File: src/rtl/poly_basemul_seq.sv
// Kyber NTT-domain pointwise product sequencer: streams 128 pairs through basemul_unit into C RAM.
// Optional accumulate mode (C += A*B) enabled by defining BASEMUL_ACC_EN.
module basemul_unit (
    input  logic [11:0] a0,
    input  logic [11:0] a1,
    input  logic [11:0] b0,
    input  logic [11:0] b1,
    input  logic [11:0] gamma,
    output logic [11:0] c0,
    output logic [11:0] c1
);
    localparam logic [25:0] Q = 26'd3329;

    logic [25:0] w_a0b0, w_a1b1, w_a1b1_red, w_a1b1g, w_c0_sum, w_cross;

    always_comb begin
        w_a0b0     = {14'd0, a0} * {14'd0, b0};
        w_a1b1     = {14'd0, a1} * {14'd0, b1};
        // Reduce a1*b1 first so the gamma product stays below 2^24
        w_a1b1_red = w_a1b1 % Q;
        w_a1b1g    = w_a1b1_red * {14'd0, gamma};
        w_c0_sum   = w_a0b0 + w_a1b1g;
        w_cross    = ({14'd0, a0} * {14'd0, b1}) + ({14'd0, a1} * {14'd0, b0});
        c0         = 12'(w_c0_sum % Q);
        c1         = 12'(w_cross % Q);
    end
endmodule

module poly_basemul_seq #(
    parameter int N_PAIRS = 128,
    parameter int AW      = 7
) (
    input  logic          clk,
    input  logic          rst_n,
    input  logic          start,
`ifdef BASEMUL_ACC_EN
    input  logic          acc,
    input  logic [23:0]   c_rdata,
`endif
    output logic          busy,
    output logic          done,
    output logic          rd_en,
    output logic [AW-1:0] rd_addr,
    input  logic [23:0]   a_rdata,
    input  logic [23:0]   b_rdata,
    input  logic [11:0]   zeta_rdata,
    output logic          wr_en,
    output logic [AW-1:0] wr_addr,
    output logic [23:0]   wr_data
);
    typedef enum logic [1:0] {ST_IDLE, ST_RUN, ST_DRAIN} state_t;

    localparam logic [AW-1:0] LAST_IDX = AW'(N_PAIRS - 1);

    state_t        r_state, w_state_next;
    logic [AW-1:0] r_idx, w_idx_next;
    logic          w_accept, w_done;
    logic          r_last_wr;

    // Pipeline: r_mem_* aligns with RAM output, r_s1_* holds operands, r_s2_* drives the write port
    logic          r_mem_valid, r_s1_valid, r_s2_valid;
    logic [AW-1:0] r_mem_idx, r_s1_idx, r_s2_idx;
    logic [23:0]   r_s1_a, r_s1_b;
    logic [11:0]   r_s1_zeta;
    logic [11:0]   w_c0, w_c1;
    logic [23:0]   w_result, r_s2_data;

    always_comb begin
        w_state_next = r_state;
        w_idx_next   = r_idx;
        w_accept     = 1'b0;
        w_done       = 1'b0;
        case (r_state)
            ST_IDLE: begin
                if (start) begin
                    w_state_next = ST_RUN;
                    w_idx_next   = '0;
                    w_accept     = 1'b1;
                end
            end
            ST_RUN: begin
                w_idx_next = r_idx + 1'b1;
                if (r_idx == LAST_IDX) w_state_next = ST_DRAIN;
            end
            ST_DRAIN: begin
                // The done cycle also samples start, allowing back-to-back products
                if (r_last_wr) begin
                    w_done = 1'b1;
                    if (start) begin
                        w_state_next = ST_RUN;
                        w_idx_next   = '0;
                        w_accept     = 1'b1;
                    end else begin
                        w_state_next = ST_IDLE;
                    end
                end
            end
            default: w_state_next = ST_IDLE;
        endcase
    end

    always_ff @(posedge clk or negedge rst_n) begin
        if (!rst_n) begin
            r_state   <= ST_IDLE;
            r_idx     <= '0;
            r_last_wr <= 1'b0;
        end else begin
            r_state   <= w_state_next;
            r_idx     <= w_idx_next;
            r_last_wr <= r_s2_valid && (r_s2_idx == LAST_IDX);
        end
    end

    assign busy    = (r_state != ST_IDLE);
    assign done    = w_done;
    assign rd_en   = (r_state == ST_RUN);
    assign rd_addr = r_idx;

    basemul_unit u_basemul (
        .a0    (r_s1_a[11:0]),
        .a1    (r_s1_a[23:12]),
        .b0    (r_s1_b[11:0]),
        .b1    (r_s1_b[23:12]),
        .gamma (r_s1_zeta),
        .c0    (w_c0),
        .c1    (w_c1)
    );

`ifdef BASEMUL_ACC_EN
    logic        r_acc;
    logic [23:0] r_s1_c;
    logic [12:0] w_sum0, w_sum1;

    always_ff @(posedge clk or negedge rst_n) begin
        if (!rst_n) begin
            r_acc  <= 1'b0;
            r_s1_c <= '0;
        end else begin
            if (w_accept) r_acc <= acc;
            r_s1_c <= c_rdata;
        end
    end

    always_comb begin
        w_sum0   = {1'b0, w_c0} + {1'b0, r_s1_c[11:0]};
        w_sum1   = {1'b0, w_c1} + {1'b0, r_s1_c[23:12]};
        w_result = {w_c1, w_c0};
        if (r_acc) begin
            w_result[11:0]  = (w_sum0 >= 13'd3329) ? 12'(w_sum0 - 13'd3329) : w_sum0[11:0];
            w_result[23:12] = (w_sum1 >= 13'd3329) ? 12'(w_sum1 - 13'd3329) : w_sum1[11:0];
        end
    end
`else
    assign w_result = {w_c1, w_c0};
`endif

    always_ff @(posedge clk or negedge rst_n) begin
        if (!rst_n) begin
            r_mem_valid <= 1'b0;
            r_mem_idx   <= '0;
            r_s1_valid  <= 1'b0;
            r_s1_idx    <= '0;
            r_s1_a      <= '0;
            r_s1_b      <= '0;
            r_s1_zeta   <= '0;
            r_s2_valid  <= 1'b0;
            r_s2_idx    <= '0;
            r_s2_data   <= '0;
        end else begin
            r_mem_valid <= rd_en;
            r_mem_idx   <= rd_addr;
            r_s1_valid  <= r_mem_valid;
            r_s1_idx    <= r_mem_idx;
            r_s1_a      <= a_rdata;
            r_s1_b      <= b_rdata;
            r_s1_zeta   <= zeta_rdata;
            r_s2_valid  <= r_s1_valid;
            r_s2_idx    <= r_s1_idx;
            r_s2_data   <= w_result;
        end
    end

    assign wr_en   = r_s2_valid;
    assign wr_addr = r_s2_idx;
    assign wr_data = r_s2_data;
endmodule

File: config.mk
export PLATFORM = sky130hd
export DESIGN_NAME = poly_basemul_seq
export DESIGN_NICKNAME = d
export VERILOG_FILES = /design/src/rtl/poly_basemul_seq.sv
export SDC_FILE = /design/constraint.sdc
export NUM_CORES = 2
export LEC_CHECK = 0
export CORE_UTILIZATION = 46
export DETAILED_ROUTE_END_ITERATION = 8
export PLACE_DENSITY = 0.63
export SLEW_MARGIN = 20
export SYNTH_ARGS = -nofsm -noshare
export SYNTH_HDL_FRONTEND = slang
export SYNTH_HIERARCHICAL = 1
export SYNTH_SLANG_ARGS = --single-unit
File: constraint.sdc
create_clock -name clk -period 46.8 [get_ports clk]
set_input_delay 7.02 -clock clk [delete_from_list [all_inputs] [get_ports clk]]
set_output_delay 7.02 -clock clk [all_outputs]
set_load 0.01 [all_outputs]
==> flow_summary.json <==
{
  "crit_path_leading_delay_family": "compound AO/OA/AOI/OAI gates",
  "synthMostInstantiatedCell": "sky130_fd_sc_hd__inv_1",
  "crit_path_top_delay_cell": "sky130_fd_sc_hd__or4b_1",
  "first_global_vias": 42460,
  "antenna_found_initial": 5,
  "finalWorstSetupSlack_ns": 2.115,
  "worst_hold_slack_ns": 0.3302,
  "cts-htree-levels": 4,
  "final-hold-violation-count": 0,
  "post_synth_num_cell_types": 160,
  "num-nets-final": 6900,
  "cp-start-kind": "register",
  "status": "completed",
  "cts_root_buffer": "sky130_fd_sc_hd__clkbuf_16",
  "combinational_family_with_the_most_area_after_synthesis": "adder cells",
  "route.vias.total": 42270,
  "synth_warnings": 6,
  "drt_iter0_markers": 2959,
  "firstDrtPassIters": 7,
  "grt_pass1_wl_um": 221800,
  "fin_crit_ns": 44.68,
  "synthesized_area_fraction_occupied_by_ao_oa_aoi_and_oai_cells": 0.1836,
  "synth.top_cells.by_area": "sky130_fd_sc_hd__fa_1 (28%), sky130_fd_sc_hd__ha_1 (7.4%), sky130_fd_sc_hd__inv_1 (6.5%), sky130_fd_sc_hd__dfrtp_1 (6.2%), sky130_fd_sc_hd__nand2_1 (6.0%)",
  "residual_antenna_violating_net_count_after_detailed_routing": 0,
  "chipWidth_um": 324.5,
  "synthDominantCellAreaShare": 0.2774,
  "synth_area_leader_cell": "sky130_fd_sc_hd__fa_1",
  "postSynthNetCount": 6921,
  "track_usage": 0.2533,
  "slew-limit-headroom": 0.2089,
  "asyncSetResetFlopFracSynth": 1.000,
  "rows": 117,
  "post_synth_mux_area_share": 0.01355,
  "max_freq_mhz": 22.38,
  "maximum_number_of_pins_on_one_net_before_global_route_repair": 61,
  "setup.worst_path.class": "register to register",
  "finalMaxSlewViolations": 0,
  "most_frequent_cells_after_synthesis": "sky130_fd_sc_hd__inv_1 (833), sky130_fd_sc_hd__nand2_1 (763), sky130_fd_sc_hd__fa_1 (663), sky130_fd_sc_hd__and2_1 (386), sky130_fd_sc_hd__nor2_1 (317)",
  "grt.overflow.total": 0,
  "place_ws_ns": 0.2962,
  "post_cts_clock_slew_at_the_launch_and_capture_registers_of_the_worst_setup_and_hold_paths_ns": 0.08,
  "fp.dieH_um": 324.5,
  "cts.path.max_buffers": 2,
  "crit_required_ns": 47.19,
  "post-dp-hpwl_um": 107000,
  "postSynthAreaPerCell_sq_um": 8.091,
  "insertion_delay_to_the_later_sink_of_the_worst_skew_pair_ns": 0.49,
  "fin_crit_sh": 0.9548,
  "postRouteWirelength_um": 132300,
  "ys_dominant_reg_cell": "sky130_fd_sc_hd__dfrtp_1",
  "floorplan.io_pins": 105,
  "route.detailed.wl_per_inst_um": 18.18,
  "port_buffers": 104,
  "numClockSinks": 118,
  "postSynthCellCount": 5913,
  "fraction_of_layout_cells_with_a_size_suffix_above_1": 0.06672,
  "cts_tree": "yes",
  "worst-path-max-fanout": 24,
  "numCtsBuffers": 17,
  "drc": 0,
  "edff_count_synth": 0,
  "synth-seq-area-share": 0.06172,
  "floorplan.initialDensity": 0.4669,
  "gp_congestion": 0.9282,
  "cap_viol_max_count": 0,
  "synth_adder_area_share": 0.3533,
  "yosys.area_share.xor_xnor": 0.07365,
  "area_added_between_synthesis_and_finish_pct": 7.223,
  "critPathCaptureType": "register",
  "setup_viol": 0,
  "yosys.area_share.simple": 0.2259,
  "worstMarginPinSlew_ns": 1.185,
  "mapped_cell_area_sq_um": 47840,
  "cp_slowest_stage_delay_ns": 0.70,
  "layout.cells.non_filler": 7278,
  "worstPathBufferInverterCount": 16,
  "worstPathArrival_ns": 45.08,
  "floorplan.core_area_sq_um": 102500,
  "ys_ff_latch": 118,
  "dpl.cell_count": 7230,
  "die_area_sq_um": 105300,
  "worst_clock_skew_ns": 0.02368,
  "layout.core_utilization": 0.5006,
  "hold_buffers": 0,
  "worst_hold_path_type": "register to register",
  "drt-vias-per-instance": 5.807
}
-- routing by layer --
metal	share of wire	global-route usage
met5	0	0
met4	0.028	0.07824
met3	0.045	0.02217
met2	0.48	0.4233
met1	0.45	0.3469
-- worst paths after layout --
| check | startpoint | end | slack [ns] | depth (start not counted) |
|---|---|---|---|---|
| min in group asynchronous | rst_n | wr_data[22] | 6.49 | 1 |
| hold reg to reg | r_mem_idx[5] | r_s1_idx[5] | 0.33 | 0 |
| hold / removal | r_mem_idx[5] | r_s1_idx[5] | 0.33 | 0 |
| setup reg to reg | r_s1_b[20] | wr_data[11] | 2.12 | 153 |
| max in group asynchronous | rst_n | r_s1_b[16] | 38.82 | 2 |
| setup / recovery | r_s1_b[20] | wr_data[11] | 2.12 | 153 |
-- kinds of logic (layout without fill, tap and decap cells) --
| logic type | count (synthesis) | count (layout) |
|---|---|---|
| xor+xnor | 387 | 387 |
| buf+inv | 1077 | 1069 |
| fa+ha+maj | 955 | 955 |
| mux | 60 | 60 |
| simple gates | 2135 | 2135 |
| flops | 118 | 118 |
| other cells | 0 | 5 |
| compound gates | 1181 | 1181 |
-- placed cells by master (no fill, tap or decap), types with 50 or more instances in the layout --
master                            count
sky130_fd_sc_hd__a31oi_1             73
sky130_fd_sc_hd__dfrtp_1            108
sky130_fd_sc_hd__ha_1               282
sky130_fd_sc_hd__and2_1             386
sky130_fd_sc_hd__nand2_1            763
sky130_fd_sc_hd__inv_1              833
sky130_fd_sc_hd__a21oi_1            223
sky130_fd_sc_hd__xnor2_1            253
sky130_fd_sc_hd__a21o_1              50
sky130_fd_sc_hd__buf_4               96
sky130_fd_sc_hd__clkdlybuf4s50_1    103
sky130_fd_sc_hd__nor3_1             119
sky130_fd_sc_hd__nor2_1             316
sky130_fd_sc_hd__nand3_1            122
sky130_fd_sc_hd__xor2_1             108
sky130_fd_sc_hd__o21ai_0            136
sky130_fd_sc_hd__a211oi_1            54
sky130_fd_sc_hd__fa_1               663
-- sequential cells by signal (all words and copies together), names as in the netlist --
signal	cells
r_s1_a	24
r_s1_b	24
wr_data	24
r_s1_zeta	12
r_mem_idx	7
r_s1_idx	7
rd_addr	7
wr_addr	7
r_state	2
r_last_wr	1
r_mem_valid	1
r_s1_valid	1
wr_en	1
-- timing repair --
| item | 4_1_cts | 5_1_grt |
|---|---|---|
| endpoints found under the setup margin | 0 | 12 |
| gates resized for setup | 0 | 86 |
| endpoints found under the hold margin | 0 | 0 |
| buffers inserted | 0 | 11 |
-- area by class of cell --
| type | count | area (sq um) |
|---|---|---|
| Fill cell | 10160 | 51180 |
| Multi-Input combinational cell | 4718 | 41100 |
| Inverter | 836 | 3138 |
| Sequential cell | 118 | 2968 |
| Timing Repair Buffer | 201 | 1768 |
| Tap cell | 1368 | 1712 |
| Clock buffer | 18 | 429.2 |
| Clock inverter | 14 | 167.7 |
| Antenna cell | 5 | 12.51 |
-- stage by stage --
step | setup TNS [ns] | cell area [sq um]
after floorplan | 0 | 47840
after global placement | 0 | 50170
after detailed placement | 0 | 50170
after CTS | 0 | 50770
after global routing | -0.2162 | 51300
final | 0 | 51300
Power is left out: the tool's default activity adds up to more than one toggle a clock period on the data nets, which glitch-free logic cannot reach.
